==> config.mk <==
export PLATFORM = sky130hd
export DESIGN_NAME = alu_seq_flat
export DESIGN_NICKNAME = d
export VERILOG_FILES = /design/src/rtl/alu_pkg.sv /design/src/rtl/alu_seq_if.sv /design/src/rtl/alu_seq_mult.sv /design/src/rtl/alu_seq.sv /design/src/flat_wrapper.sv
export SDC_FILE = /design/constraint.sdc
export NUM_CORES = 1
export LEC_CHECK = 0
export CAP_MARGIN = 25
export CELL_PAD_IN_SITES_DETAIL_PLACEMENT = 2
export CELL_PAD_IN_SITES_GLOBAL_PLACEMENT = 2
export CORE_ASPECT_RATIO = 1.4
export CORE_UTILIZATION = 35
export CTS_BUF_LIST = sky130_fd_sc_hd__clkbuf_8
export CTS_CLUSTER_SIZE = 16
export DETAILED_ROUTE_END_ITERATION = 16
export HOLD_SLACK_MARGIN = 0.03
export MAX_ROUTING_LAYER = met4
export PLACE_DENSITY = 0.82
export SYNTH_ARGS = -nofsm -noshare
export SYNTH_HDL_FRONTEND = slang
export SYNTH_SLANG_ARGS = --single-unit
==> constraint.sdc <==
create_clock -name clk -period 4.08 [get_ports clk]
set_input_delay 0.816 -clock clk [delete_from_list [all_inputs] [get_ports clk]]
set_output_delay 0.816 -clock clk [all_outputs]
set_load 0.05 [all_outputs]
==> src/rtl/alu_pkg.sv <==
// Shared definitions for the sequential ALU: op encodings and controller states.
package alu_pkg;

  typedef enum logic [2:0] {
    OP_ADD   = 3'b000,
    OP_SUB   = 3'b001,
    OP_AND   = 3'b010,
    OP_OR    = 3'b011,
    OP_PASSB = 3'b100,
    OP_INC   = 3'b101,
    OP_SHL   = 3'b110,
    OP_MUL   = 3'b111
  } op_e;

  typedef enum logic {
    IDLE = 1'b0,
    MULT = 1'b1
  } state_e;

endpackage

==> src/rtl/alu_seq_if.sv <==
// Control-unit <-> ALU bundle: request, operands and registered results/flags.
interface alu_seq_if #(
  parameter int unsigned reg_width = 12
);
  logic                 start;
  logic [2:0]           op;
  logic [reg_width-1:0] a_in;
  logic [reg_width-1:0] b_in;
  logic [reg_width-1:0] result;
  logic                 done;
  logic                 busy;
  logic                 zero;
  logic                 carry;

  modport master (
    output start, op, a_in, b_in,
    input  result, done, busy, zero, carry
  );

  modport slave (
    input  start, op, a_in, b_in,
    output result, done, busy, zero, carry
  );
endinterface

==> src/rtl/alu_seq_mult.sv <==
// Shift-add multiplier datapath: one multiplier bit per step, reg_width steps.
module seq_mult #(
  parameter int unsigned reg_width = 12
) (
  input  logic                     clk,
  input  logic                     reset,
  input  logic                     load,
  input  logic                     step,
  input  logic [reg_width-1:0]     a,
  input  logic [reg_width-1:0]     b,
  output logic                     last,
  output logic [2*reg_width-1:0]   prod_next
);
  localparam int unsigned W  = reg_width;
  localparam int unsigned CW = $clog2(reg_width + 1);

  logic [W-1:0]   mcand;
  logic [W-1:0]   mplier;
  logic [2*W-1:0] prod;
  logic [CW-1:0]  cnt;
  logic [W:0]     psum;

  // Add into the upper half, then shift the whole product right; the add's
  // carry becomes the new top bit.
  always_comb begin
    psum      = {1'b0, prod[2*W-1:W]} + (mplier[0] ? {1'b0, mcand} : '0);
    prod_next = {psum, prod[W-1:1]};
  end

  assign last = (cnt == CW'(1));

  always_ff @(posedge clk or negedge reset) begin
    if (!reset) begin
      mcand  <= '0;
      mplier <= '0;
      prod   <= '0;
      cnt    <= '0;
    end else if (load) begin
      mcand  <= a;
      mplier <= b;
      prod   <= '0;
      cnt    <= CW'(W);
    end else if (step) begin
      prod   <= prod_next;
      mplier <= mplier >> 1;
      cnt    <= cnt - CW'(1);
    end
  end
endmodule

==> src/rtl/alu_seq.sv <==
// Sequential ALU feeding the accumulator: single-cycle ops plus a multi-cycle
// shift-add multiply; registered result/flags with a one-cycle done pulse.
module alu_seq
  import alu_pkg::*;
#(
  parameter int unsigned reg_width = 12
) (
  input  logic        clk,
  input  logic        reset,
  alu_seq_if.slave    bus
);
  localparam int unsigned W = reg_width;

  state_e         state_q, state_d;
  logic           mul_load, mul_step, mul_last;
  logic [2*W-1:0] mul_prod_next;
  logic           upd;
  logic [W-1:0]   res_d;
  logic           carry_d;
  logic [W:0]     sum;

  seq_mult #(.reg_width(W)) u_mult (
    .clk       (clk),
    .reset     (reset),
    .load      (mul_load),
    .step      (mul_step),
    .a         (bus.a_in),
    .b         (bus.b_in),
    .last      (mul_last),
    .prod_next (mul_prod_next)
  );

  // Every single-cycle op is formed as a (W+1)-bit value whose top bit is the flag.
  always_comb begin
    state_d  = state_q;
    mul_load = 1'b0;
    mul_step = 1'b0;
    upd      = 1'b0;
    sum      = '0;
    res_d    = '0;
    carry_d  = 1'b0;
    case (state_q)
      IDLE: begin
        if (bus.start) begin
          if (op_e'(bus.op) == OP_MUL) begin
            mul_load = 1'b1;
            state_d  = MULT;
          end else begin
            upd = 1'b1;
            case (op_e'(bus.op))
              OP_ADD:   sum = {1'b0, bus.a_in} + {1'b0, bus.b_in};
              OP_SUB:   sum = {1'b0, bus.a_in} - {1'b0, bus.b_in};
              OP_AND:   sum = {1'b0, bus.a_in & bus.b_in};
              OP_OR:    sum = {1'b0, bus.a_in | bus.b_in};
              OP_PASSB: sum = {1'b0, bus.b_in};
              OP_INC:   sum = {1'b0, bus.a_in} + (W+1)'(1);
              OP_SHL:   sum = {bus.a_in, 1'b0};
              default:  sum = '0;
            endcase
            res_d   = sum[W-1:0];
            carry_d = sum[W];
          end
        end
      end
      MULT: begin
        mul_step = 1'b1;
        if (mul_last) begin
          upd     = 1'b1;
          res_d   = mul_prod_next[W-1:0];
          carry_d = |mul_prod_next[2*W-1:W];
          state_d = IDLE;
        end
      end
      default: state_d = IDLE;
    endcase
  end

  always_ff @(posedge clk or negedge reset) begin
    if (!reset) begin
      state_q    <= IDLE;
      bus.result <= '0;
      bus.zero   <= 1'b1;
      bus.carry  <= 1'b0;
      bus.done   <= 1'b0;
    end else begin
      state_q  <= state_d;
      bus.done <= upd;
      if (upd) begin
        bus.result <= res_d;
        bus.zero   <= (res_d == '0);
        bus.carry  <= carry_d;
      end
    end
  end

  assign bus.busy = (state_q == MULT);
endmodule

==> src/flat_wrapper.sv <==
// flat-port wrapper written by rule: the top's interface ports become plain ports
module alu_seq_flat import alu_pkg::*;
#(
  parameter int unsigned reg_width = 12
)
  (clk, reset, bus_start, bus_op, bus_a_in, bus_b_in, bus_result, bus_done, bus_busy, bus_zero, bus_carry);
  alu_seq_if #(.reg_width(reg_width)) bus_i ();
  input  logic clk;
  input  logic reset;
  input wire logic [$bits(bus_i.start)-1:0] bus_start;
  input wire logic [$bits(bus_i.op)-1:0] bus_op;
  input wire logic [$bits(bus_i.a_in)-1:0] bus_a_in;
  input wire logic [$bits(bus_i.b_in)-1:0] bus_b_in;
  output wire logic [$bits(bus_i.result)-1:0] bus_result;
  output wire logic [$bits(bus_i.done)-1:0] bus_done;
  output wire logic [$bits(bus_i.busy)-1:0] bus_busy;
  output wire logic [$bits(bus_i.zero)-1:0] bus_zero;
  output wire logic [$bits(bus_i.carry)-1:0] bus_carry;
  assign bus_i.start = bus_start;
  assign bus_i.op = bus_op;
  assign bus_i.a_in = bus_a_in;
  assign bus_i.b_in = bus_b_in;
  assign bus_result = bus_i.result;
  assign bus_done = bus_i.done;
  assign bus_busy = bus_i.busy;
  assign bus_zero = bus_i.zero;
  assign bus_carry = bus_i.carry;
  alu_seq #(.reg_width(reg_width)) u_core (.clk(clk), .reset(reset), .bus(bus_i));
endmodule
==> flow_summary.yaml <==
yosys:
  syn_nets: 637
  yosys_warnings: 0
  synth_area_um2: 4950
  synth_commonest_cells: "nand2_1, dfrtp_1, o21ai_0"
  async_flop_share_pct: 100
  synth.most_common_cell: "nand2_1"
  synth_edf_count: 0
  yosys-top-cells-area: "dfrtp_1, ha_1, nand2_1, o21ai_0, a21oi_1"
  synth.largest_area_cell: "dfrtp_1"
  synth_cells: 576
  ys_types: 74
  synth-main-ff-cell: "dfrtp_1"
  ys_ff_latch: 67
  ys_seq_area_share_pct: 33.9
  netlist.area_leader.share_pct: 33.4
  syn_area_per_cell_um2: 8.59
finish:
  nets: 705
  regArea_um2: 1680
  layout-drive-gt1-share_pct: 16.6
  fillers: 1520
  antennaDiodeCount: 0
  final_area_um2: 6150
  multi_input_area_um2: 3160
  area_delta_synth_final_pct: 24.3
  fin_util_pct: 44.4
drt:
  drc: 0
  num_vias: 4901
  firstDrtPassIters: 4
  wl_per_cell_um: 23.2
  drtAntennaViolNets: 0
  routed_wl_um: 19400
  drt-initial-drc-count: 236
  viasPerCell: 5.88
cts:
  cts_tree: "done"
  clkTransAtPathRegs_ps: 90
  cts_root_buf: "clkbuf_8"
  clk_latency_ps: 370
  cts.path.max_buffers: 2
  htree_levels: 3
  clock_sinks: 67
  cts_hold_buffers: 0
  cts_made_buffers: 9
global_routing:
  grt_pass1_wl_um: 29900
  grt_max_degree: 56
  overflow: 0
  grt_pass1_vias: 5486
  grtUsageTotal_pct: 28.3
  grt_antenna_before_repair: 0
timing:
  fmaxAchievable_mhz: 253
  tightestPinTransition_ps: 913
  maxSlewHeadroom_pct: 39.0
  layout_min_cycle_time_ps: 3950
  hold_ws_ps: 491
  finClkSkew_ps: 13.8
  period_share_pct: 96.9
  hold_viol: 0
  finalSetupViolCount: 0
  slew_viol_final: 0
  setup_slack_ps: 126
setup_path:
  worstSetupPathType: "in2reg"
  arrival_ps: 4250
  cp-start-kind: "primary input"
  rrSetupSlack_ps: 760
  path_cells: "clkdlybuf4s50_1 > buf_4 > inv_1 > ha_4 > nor3b_4 > nand2b_1 > or4_4 > nor2_1 > o21ai_0 > o21ai_1 > ha_1 > a21oi_2 > o221ai_1 > o211ai_1 > a21oi_1 > a21oi_1 > o211ai_1 > o21ai_1"
  cpPeakStageDelay_ps: 460
  path_max_fanout: 6
  end_kind: "flip-flop"
  critPathSlowestCell: "or4_4"
  rr_worst_depth: 10
  cp.required_ps: 4380
run:
  maxCapViolations: 0
placed_design:
  dpl.hpwl_um: 14500
  numPortBuffers: 45
  post-place-ws_ps: -518
  gp_congestion: 0.872
  dpl-instance-area_um2: 5810
die:
  initial_utilization_pct: 35.7
  core_um2: 13800
  rows: 51
  chipHeight_um: 143
  num_io_pins: 46
  die-width_um: 102
  fp.dieArea_um2: 14600
hold_path:
  min_path_type: "reg2reg"
  whs_path_depth: 1
power:
  p_leak_nw: 2.73
  power_density_nw_per_um2: 543
  vdd.ir_drop.worst_uv: 171
  power_w: 0.00334
outcome:
  status: "finished, final reports clean"
-- worst paths after layout --
check	from	to
setup / recovery	bus_b_in[1]	u_core.bus.zero
hold / removal	u_core.bus.result[0]	u_core.bus.result[0]
setup reg to reg	u_core.u_mult.mplier[0]	u_core.bus.carry
hold reg to reg	u_core.bus.result[0]	u_core.bus.result[0]
max in group asynchronous	reset	u_core.u_mult.mcand[0]
min in group asynchronous	reset	u_core.bus.done
-- area by class of cell --
type                            count  share of cell area [%]
Clock buffer                        9                    2.01
Clock inverter                      7                    1.53
Timing Repair Buffer               92                    13.0
Multi-Input combinational cell    456                    51.3
Tap cell                          185                    3.76
Inverter                           18                    1.10
Sequential cell                    67                    27.3
-- registers in the layout, summed over array words and instances, names as in the netlist --
| name | count |
|---|---|
| u_core.bus.carry | 1 |
| u_core.u_mult.prod | 23 |
| u_core.bus.result | 12 |
| u_core.u_mult.mcand | 12 |
| u_core.u_mult.mplier | 12 |
| u_core.u_mult.cnt | 4 |
| u_core.bus.zero | 1 |
| u_core.bus.done | 1 |
| u_core.bus.busy | 1 |
-- worst max-delay path: cells and delay by family --
family,cells,cell delay (ps)
compound gates,9,1280
simple gates,4,970
buf+inv,3,720
fa+ha+maj,2,470
-- cells by family (layout without fill, tap and decap cells) --
logic type,count (synthesis),count (layout),share of synthesized area (%)
DFF,67,67,33.9
buffers and inverters,53,126,4.48
adders and majority gates,41,41,10.2
xor gates and xnor gates,19,19,3.36
muxes,25,25,5.39
and+or+nand+nor,202,202,19.7
AOI/OAI and AO/OA,169,169,22.9
-- per-layer routing --
layer,track usage [%],wire (um)
met2,51.0,10800
met1,30.6,7540
met4,12.9,634
met3,3.08,437
met5,-,0
-- what timing repair did --
item | in CTS | in global routing
pin swaps | 0 | 5
buffers inserted | 0 | 2
endpoints found under the setup margin | 2 | 5
gates resized for setup | 6 | 20
-- report_power, final --
part           total, W  switching [W]  leakage [nW]  internal [W]
sequential      0.00117       0.000253         0.862      0.000915
combinational   0.00153       0.000917          1.76      0.000612
clock          0.000643       0.000300         0.111      0.000343
total           0.00334        0.00147          2.73       0.00187
-- cell usage in the layout, fill, tap and decap left out, drive strengths merged, types with 13 or more instances in the layout --
cell type       n
mux2           13
ha             29
nor2           38
buf            48
and2           13
a21oi          31
clkdlybuf4s50  44
nor3           20
inv            18
nand2          86
dfrtp          66
o21ai          58
-- per-stage QoR --
stage	cells	TNS, ps
6_report	834	0
5_1_grt	834	-45.4
4_1_cts	831	0
3_5_place_dp	815	-1760
3_3_place_gp	815	-873
2_1_floorplan	576	0
Power figures use the tool's default switching activity.
